`src/rtl/anim_pkg.sv`:
```
// Shared types and constants for the animation frame sequencer.
//   state_t : sequencer states (IDLE, RUN, DONE)
//   mode_t  : playback mode codes as presented on the mode input
package anim_pkg;

  localparam int unsigned FRAME_W          = 5;
  localparam int unsigned PRESC_W          = 24;
  localparam int unsigned BASE_DIV_DEFAULT = 12500000;

  typedef enum logic [1:0] {
    ST_IDLE = 2'd0,
    ST_RUN  = 2'd1,
    ST_DONE = 2'd2
  } state_t;

  typedef enum logic [1:0] {
    MODE_LOOP     = 2'd0,
    MODE_PINGPONG = 2'd1,
    MODE_ONESHOT  = 2'd2,
    MODE_LOOP_ALT = 2'd3   // behaves as loop
  } mode_t;

endpackage

```
`src/rtl/anim_prescaler.sv`:
```
// Frame-period prescaler: counts 0..period-1 while enabled, wraps, and
// flags the terminal count combinationally so the owner can act on that edge.
//   clk, rst_n : clock, async active-low reset
//   clr        : synchronous clear to 0 (wins over en)
//   en         : advance the count this cycle
//   period     : cycles per wrap (>= 1)
//   term_c     : high in the cycle the count sits at period-1 while enabled
module anim_prescaler
  import anim_pkg::*;
(
  input  logic               clk,
  input  logic               rst_n,
  input  logic               clr,
  input  logic               en,
  input  logic [PRESC_W-1:0] period,
  output logic               term_c
);

  logic [PRESC_W-1:0] cnt_q;
  logic [PRESC_W-1:0] cnt_d;
  logic               at_end;

  assign at_end = (cnt_q == (period - PRESC_W'(1)));
  assign term_c = en && !clr && at_end;

  // Next count: clear, wrap at terminal, or increment.
  always_comb begin
    cnt_d = cnt_q;
    if (clr) begin
      cnt_d = '0;
    end else if (en) begin
      cnt_d = at_end ? '0 : cnt_q + PRESC_W'(1);
    end
  end

  always_ff @(posedge clk or negedge rst_n) begin
    if (!rst_n) begin
      cnt_q <= '0;
    end else begin
      cnt_q <= cnt_d;
    end
  end

endmodule

```
`src/rtl/anim_frame_seq.sv`:
```
// Animation frame sequencer: steps a 5-bit frame index at a programmable
// rate in loop, ping-pong or one-shot order.
//   clk, rst_n : clock, async active-low reset
//   start      : begin playback from frame 0 (ignored while running)
//   stop       : halt playback, hold frame (wins over start)
//   mode       : 0 loop, 1 ping-pong, 2 one-shot, 3 loop; latched on start
//   speed      : period = BASE_DIV >> speed; latched on start
//   frame      : current frame index
//   running    : high while playing
//   tick       : one-cycle pulse per frame advance
//   done       : one-cycle pulse when one-shot playback completes
module anim_frame_seq
  import anim_pkg::*;
#(
  parameter int unsigned BASE_DIV   = BASE_DIV_DEFAULT,
  parameter int unsigned LAST_FRAME = 31
) (
  input  logic               clk,
  input  logic               rst_n,
  input  logic               start,
  input  logic               stop,
  input  logic [1:0]         mode,
  input  logic [1:0]         speed,
  output logic [FRAME_W-1:0] frame,
  output logic               running,
  output logic               tick,
  output logic               done
);

  localparam logic [PRESC_W-1:0] BASE = PRESC_W'(BASE_DIV);
  localparam logic [FRAME_W-1:0] LAST = FRAME_W'(LAST_FRAME);

  state_t             state_q,   state_d;
  logic [FRAME_W-1:0] frame_q,   frame_d;
  logic               dir_dn_q,  dir_dn_d;
  mode_t              mode_q,    mode_d;
  logic [1:0]         speed_q,   speed_d;
  logic               tick_q,    tick_d;
  logic               done_q,    done_d;
  logic               running_q, running_d;

  logic               presc_clr;
  logic               presc_en;
  logic               term_c;
  logic [PRESC_W-1:0] period;

  assign period    = BASE >> speed_q;
  assign presc_en  = (state_q == ST_RUN);
  // Outside RUN the count is held at zero, so a new start always begins a full period.
  assign presc_clr = (state_q != ST_RUN) || stop;

  anim_prescaler u_presc (
    .clk    (clk),
    .rst_n  (rst_n),
    .clr    (presc_clr),
    .en     (presc_en),
    .period (period),
    .term_c (term_c)
  );

  // Next-state, frame sequencing and output pulses.
  always_comb begin
    state_d  = state_q;
    frame_d  = frame_q;
    dir_dn_d = dir_dn_q;
    mode_d   = mode_q;
    speed_d  = speed_q;
    tick_d   = 1'b0;
    done_d   = 1'b0;

    case (state_q)
      ST_IDLE, ST_DONE: begin
        if (start && !stop) begin
          state_d  = ST_RUN;
          frame_d  = '0;
          dir_dn_d = 1'b0;
          mode_d   = mode_t'(mode);
          speed_d  = speed;
        end
      end

      ST_RUN: begin
        if (stop) begin
          state_d = ST_IDLE;
        end else if (term_c) begin
          case (mode_q)
            MODE_PINGPONG: begin
              tick_d = 1'b1;
              if (!dir_dn_q) begin
                if (frame_q == LAST) begin
                  frame_d  = LAST - FRAME_W'(1);
                  dir_dn_d = 1'b1;
                end else begin
                  frame_d = frame_q + FRAME_W'(1);
                end
              end else begin
                if (frame_q == '0) begin
                  frame_d  = FRAME_W'(1);
                  dir_dn_d = 1'b0;
                end else begin
                  frame_d = frame_q - FRAME_W'(1);
                end
              end
            end
            MODE_ONESHOT: begin
              // Advancing past the last frame ends playback instead of ticking.
              if (frame_q == LAST) begin
                state_d = ST_DONE;
                done_d  = 1'b1;
              end else begin
                frame_d = frame_q + FRAME_W'(1);
                tick_d  = 1'b1;
              end
            end
            default: begin
              tick_d  = 1'b1;
              frame_d = (frame_q == LAST) ? '0 : frame_q + FRAME_W'(1);
            end
          endcase
        end
      end

      default: begin
        state_d = ST_IDLE;
      end
    endcase

    running_d = (state_d == ST_RUN);
  end

  always_ff @(posedge clk or negedge rst_n) begin
    if (!rst_n) begin
      state_q   <= ST_IDLE;
      frame_q   <= '0;
      dir_dn_q  <= 1'b0;
      mode_q    <= MODE_LOOP;
      speed_q   <= 2'd0;
      tick_q    <= 1'b0;
      done_q    <= 1'b0;
      running_q <= 1'b0;
    end else begin
      state_q   <= state_d;
      frame_q   <= frame_d;
      dir_dn_q  <= dir_dn_d;
      mode_q    <= mode_d;
      speed_q   <= speed_d;
      tick_q    <= tick_d;
      done_q    <= done_d;
      running_q <= running_d;
    end
  end

  assign frame   = frame_q;
  assign running = running_q;
  assign tick    = tick_q;
  assign done    = done_q;

endmodule

```
`config.mk`:
```
export PLATFORM = sky130hd
export DESIGN_NAME = anim_frame_seq
export DESIGN_NICKNAME = d
export VERILOG_FILES = /design/src/rtl/anim_pkg.sv /design/src/rtl/anim_prescaler.sv /design/src/rtl/anim_frame_seq.sv
export SDC_FILE = /design/constraint.sdc
export NUM_CORES = 1
export LEC_CHECK = 0
export CAP_MARGIN = 25
export CORE_UTILIZATION = 50
export CTS_CLUSTER_DIAMETER = 60
export DETAILED_ROUTE_END_ITERATION = 10
export PLACE_DENSITY = 0.78
export SLEW_MARGIN = 30
export SYNTH_ARGS = -nofsm -noshare
export SYNTH_HDL_FRONTEND = slang
export SYNTH_HIERARCHICAL = 1
export SYNTH_SLANG_ARGS = --single-unit
```
`constraint.sdc`:
```
create_clock -name clk -period 4.7 [get_ports clk]
set_clock_uncertainty 0.2 [all_clocks]
set_input_delay 0.94 -clock clk [delete_from_list [all_inputs] [get_ports clk]]
set_output_delay 0.94 -clock clk [all_outputs]
set_load 0.01 [all_outputs]
```
Word level (Yosys, flattened, before mapping)
Cells that the tools add are included.
Operators by class
  add/subtract/negate cells: 4
  equal/unequal tests: 13
  shift-type cells: 1
  multiplexer cells: 36
  reductions and logical operators: 14
Operators with widths (number)
  24-bit 2-to-1 mux: 3
  5-bit 2-to-1 mux: 8
  24-bit by 1-bit adder with 24-bit output, second input constant: 1
  24-bit equality test: 1
  24-bit by 2-bit right shift with 24-bit output, first input constant: 1
  24-bit by 1-bit subtractor with 24-bit output, second input constant: 1
  5-bit case mux with 2 select lines: 2
  1-bit 2-to-1 mux: 16
  2-bit 2-to-1 mux: 5
  5-bit AND reduction: 2
  2-bit inequality test, second input constant: 4
  2-bit by 1-bit equality test with 1-bit output, second input constant: 3
  5-bit by 1-bit adder with 5-bit output, second input constant: 1
  5-bit equality test, second input constant: 1
  5-bit zero test: 1
  5-bit by 1-bit subtractor with 5-bit output, second input constant: 1
  2-bit equality test, second input constant: 2
  2-bit case mux with 2 select lines: 1
  2-bit nonzero test: 2
  1-bit logical AND: 3
  3-bit inequality test, second input constant: 1
  1-bit zero test: 2
  2-bit zero test: 1
  2-bit by 1-bit inequality test with 1-bit output, second input constant: 1
  other kinds (4): 4
Storage, ports and cells
  register bits after elaboration: 39
  input port bits: 8
  output and inout port bits: 8
  word-level logic and storage cells: 77

Depth between registers and ports, before layout
  depth in word-level cells: 9
  depth in mapped cells: 14
  gate-level depth less buffers: 14

Modules after synthesis
The synthesis kept the hierarchy.
By module, submodules not included
  anim_prescaler: times used 1, cells an instance 258, area each 2277.2 sq um, seq. area each 600.6 sq um
  anim_frame_seq: times used 1, cells an instance 124, area each 1046.0 sq um, seq. area each 375.4 sq um

Least setup slack after synthesis
OpenSTA, ideal clock, no wires.
  kind: flip-flop to flip-flop
  from: register speed_q[1]
  to: register frame_q[3] (netlist: frame[3])
  setup time: 0.137 ns
  arrival: 3.757 ns
  data required time: 4.363 ns
  setup slack: 0.605 ns
  stages on the path, launching flop included: 15
  path buffers: 0
  clock period less this slack: 4.095 ns
  cell sequence: dfrtp_1 > nand2_1 > inv_1 > or4_4 > o21a_1 > nor4_1 > nor2_1 > or4_4 > or4_1 > nor2_1 > and3b_1 > nand2_1 > clkinv_1 > a31o_2 > a31oi_1
Between the ends
  word-level cells in the longest chain between the ends: 6
RTL lines
  start: declaration: RTL line anim_frame_seq.sv:37  | logic [1:0] speed_q, speed_d;
  start signal: assignment: RTL line anim_frame_seq.sv:146  | speed_q <= speed_d;
  24-bit by 2-bit right shift with 24-bit output: RTL line anim_frame_seq.sv:47  | assign period = BASE >> speed_q;
  via period[11]: RTL line anim_frame_seq.sv:45  | logic [PRESC_W-1:0] period;
  24-bit by 1-bit subtractor with 24-bit output: RTL line anim_prescaler.sv:23  | assign at_end = (cnt_q == (period - PRESC_W'(1)));
  24-bit equality test: RTL line anim_prescaler.sv:23
  1-bit logical AND: RTL line anim_prescaler.sv:24  | assign term_c = en && !clr && at_end;
  via term_c: RTL line anim_frame_seq.sv:44  | logic term_c;
  2-bit inequality test (no line)
  5-bit AND reduction (no line)
  end signal: assignment: RTL line anim_frame_seq.sv:143  | frame_q <= frame_d;
  end: declaration: RTL line anim_frame_seq.sv:34  | logic [FRAME_W-1:0] frame_q, frame_d;
The timed path passes the listed nets, and every way through them passes these cells.
A chain may end at the register's enable or synchronous reset.

Worst setup path in the final report
  from: register speed_q[0]
  to: register frame_q[0] (netlist: frame[0])
Same word-level chain as after synthesis.

==> results by group <==
Outcome
  – Outcome: finished clean

Worst setup path
  – Top delay family on crit path: simple AND/OR/NAND/NOR gates
  – CP max stage cell: sky130_fd_sc_hd__dfrtp_1
  – Slowest Stage Delay on Critical Path: 610 ps
  – Worst reg2reg path endpoint: frame[0]
  – Critical path class: flip-flop to flip-flop
  – Worst Setup End Kind: flip-flop
  – Number of buffers and inverters on the critical path: 0
  – Cell breakdown of the critical path: nor2b_1 -> or4_4 -> o21a_1 -> nor4_1 -> nor2_1 -> or4_4 -> or4_1 -> nor2_1 -> and3b_1 -> nand2_1 -> o41ai_1
  – Source of the worst register-to-register timing path: speed_q[0]
  – Arrival time at the worst endpoint: ~4200 ps
  – Worst-case reg-to-reg path depth: 11
  – Reg-to-reg setup timing slack: around 470 ps
  – Setup crit start kind: flip-flop
  – Top fanout value on the critical path: 12
  – Required time of the critical path: 4680 ps

CTS
  – Count of hold buffers inserted by post-cts repair: 0
  – Setup Fix Bufs, Post-CTS: 0
  – Clock Latency Late Sink: 300 ps
  – Clock tree root driver cell: sky130_fd_sc_hd__clkbuf_8
  – Total CTS buffers: 5
  – CTS tree: built
  – Clk pin slew, worst setup/hold paths: 80 ps
  – Bufs on Longest Clock Path: 2
  – Number of instances resized during post-cts repair: 0
  – Htree depth: 2
  – Sinks on Clock Net: 39

Routing
  – Number of remaining DRC errors: 0
  – First-pass detailed-route iteration total: 4
  – Avg Vias per Cell: ~6
  – Final wirelength: about 8200 um
  – Iteration-0 DRC count of the detailed router: 177
  – Number of nets still failing antenna checks after routing: 0
  – Total vias in the final route: between 2,000 and 3,000
  – Average detailed-routed wire length per instance: ~16 um

Finish
  – Top library cells by usage in the layout, fill and taps aside: sky130_fd_sc_hd__dfrtp_1 (39), sky130_fd_sc_hd__xnor2_1 (27), sky130_fd_sc_hd__inv_1 (26)
  – Post-layout net count: between 400 and 500
  – Share of post-route cells with drive strength above 1: 0.146
  – Layout area overhead: 12.3%
  – Most common cell after layout, fill and taps aside: sky130_fd_sc_hd__dfrtp_1
  – Ant diodes: 0

Synthesis
  – Synth Instances: ~380
  – Share of synthesized flip-flops with an asynchronous set or reset: 1.00
  – Register area share after synthesis: 0.294
  – Synth Warn #: 6
  – Per-instance average area after synthesis: 8.70 sq um
  – Leading register cell type out of synthesis: sky130_fd_sc_hd__dfrtp_1
  – Number of synthesized flops with an enable pin: 0
  – FF+latch count, synth: 39
  – Count of different cell masters after synthesis: 68
  – Syn Std Cell Area: roughly 3300 sq um

Timing
  – Slew @ Worst Pin: ~550 ps
  – Highest clock rate: 236 MHz
  – Final number of setup-violating endpoints: 0
  – Hold Vio Cnt, Final: 0
  – Period minus WS final: 4230 ps
  – Final period util: 0.900
  – Final critical-path setup slack: approximately 470 ps
  – Max-slew violation count: 0
  – Slew margin rel.: 0.629
  – Unrepaired setup endpoints after global routing: false
  – Final TNS setup: 0 ps

Flow run
  – Maxcap violations: 0

Placed design
  – Worst setup timing slack at the placement stage: roughly 500 ps
  – Post-DP HPWL: 6200 um
  – Number of buffers added on ports: 15
  – Final GP Congestion: about 0.92

Power and ir drop
  – Pwr/cell area: between 200 and 300 nW/um^2
  – Largest vdd supply drop: between 0.1 and 0.15 mV
  – Static leakage power: around 1.5 nW

Floorplan
  – Full die area: ~7000 sq um
  – Starting utilization of the core area: 0.520
  – Die Width: 83.5 um
  – Die height: approximately 84 um
  – Top-level I/O count: 16
  – Core Region: roughly 6400 sq um
  – Std cell rows: 29

GRT
  – Total routing usage reported by global routing: 0.245
  – Global-route wire length before repair: roughly 14,000 um
  – Maximum number of pins on one net before global-route repair: 40
  – Via count of the first global-routing pass: roughly 2,800
  – Initial antenna violation count: 0
  – Aggregate global routing overflow: 0

Worst hold path
  – Hold Path Sink: state_q[1]
  – Worst hold path stage count: 1
  – Origin of the worst min-delay path: state_q[0]
  – Worst hold path type: flip-flop to flip-flop
area by class of cell:
type | instances | area [sq um]
Sequential cell | 39 | 976
Fill cell | 571 | 2650
Tap cell | 77 | 96.3
Clock buffer | 6 | 82.6
Multi-Input combinational cell | 320 | 2230
Timing Repair Buffer | 24 | 215
Clock inverter | 2 | 35.0
Inverter | 27 | 101
kinds of logic (layout without fill, tap and decap cells):
kind of cell | count (synthesis) | in the layout | synth area share
AOI/OAI and AO/OA | 68 | 68 | 0.147
xor gates and xnor gates | 51 | 51 | 0.134
adders and majority gates | 8 | 8 | 0.0301
buffers and inverters | 40 | 59 | 0.0557
DFF | 39 | 39 | 0.294
muxes | 6 | 6 | 0.0200
other | 2 | 19 | 0.00226
and+or+nand+nor | 168 | 168 | 0.317
flip-flops by register name, indices dropped and copies added, names as in the netlist:
register and cells:
dir_dn_q 1, running 1, speed_q 2, state_q 2
mode_q 2, frame 5, done 1, tick 1
u_presc/cnt_q 24
power breakdown:
part / internal, mW / leakage [nW] / switching [mW]
registers: 0.344 / 0.535 / 0.0160
clock network: 0.172 / 0.0612 / 0.128
logic: 0.118 / 0.930 / 0.203
cells in the mapped netlist, types with 5 or more instances:
| cell type | instances | share of area |
|---|---|---|
| sky130_fd_sc_hd__a21oi_1 | 10 | 0.015 |
| sky130_fd_sc_hd__a31oi_1 | 6 | 0.011 |
| sky130_fd_sc_hd__and3_1 | 12 | 0.023 |
| sky130_fd_sc_hd__clkbuf_1 | 5 | 0.0056 |
| sky130_fd_sc_hd__dfrtp_1 | 39 | 0.29 |
| sky130_fd_sc_hd__ha_1 | 8 | 0.030 |
| sky130_fd_sc_hd__inv_1 | 26 | 0.029 |
| sky130_fd_sc_hd__nand2_1 | 25 | 0.028 |
| sky130_fd_sc_hd__nand3_1 | 14 | 0.021 |
| sky130_fd_sc_hd__nand4_1 | 9 | 0.017 |
| sky130_fd_sc_hd__nor2_1 | 25 | 0.028 |
| sky130_fd_sc_hd__nor2_2 | 20 | 0.038 |
| sky130_fd_sc_hd__nor2b_1 | 5 | 0.0094 |
| sky130_fd_sc_hd__nor3_1 | 9 | 0.014 |
| sky130_fd_sc_hd__nor4_1 | 10 | 0.019 |
| sky130_fd_sc_hd__o21ai_0 | 13 | 0.020 |
| sky130_fd_sc_hd__o22ai_1 | 5 | 0.0094 |
| sky130_fd_sc_hd__xnor2_1 | 27 | 0.071 |
| sky130_fd_sc_hd__xor2_1 | 24 | 0.063 |
routing by layer:
layer  GRT usage  up-vias  share of wire
li1            -     1436              -
met1       0.340     1420           0.48
met2       0.383      100           0.45
met3      0.0465       19          0.052
met4      0.0863        0          0.024
met5           0        -              0
how the worst max path moves through the flow:
stage	to	cells after the start	slack [ps]	from
2_1_floorplan	frame[3]	14	610	speed_q[1]
3_3_place_gp	frame[3]	14	630	speed_q[0]
3_5_place_dp	frame[0]	11	490	speed_q[0]
4_1_cts	frame[0]	11	490	speed_q[0]
5_1_grt	frame[0]	11	250	speed_q[0]
6_report	frame[0]	11	470	speed_q[0]
metrics by stage:
step	instance area [sq um]	utilization	hold WS (ps)	instances	power, mW
2_1_floorplan	3390	-	282	399	0.590
3_3_place_gp	3610	0.566	318	487	0.681
3_5_place_dp	3610	0.566	334	487	0.680
4_1_cts	3730	0.584	343	495	0.977
5_1_grt	3730	0.584	372	495	1.03
6_report	3730	0.584	344	495	0.981
Note: power is estimated with default switching activity, not from simulation.
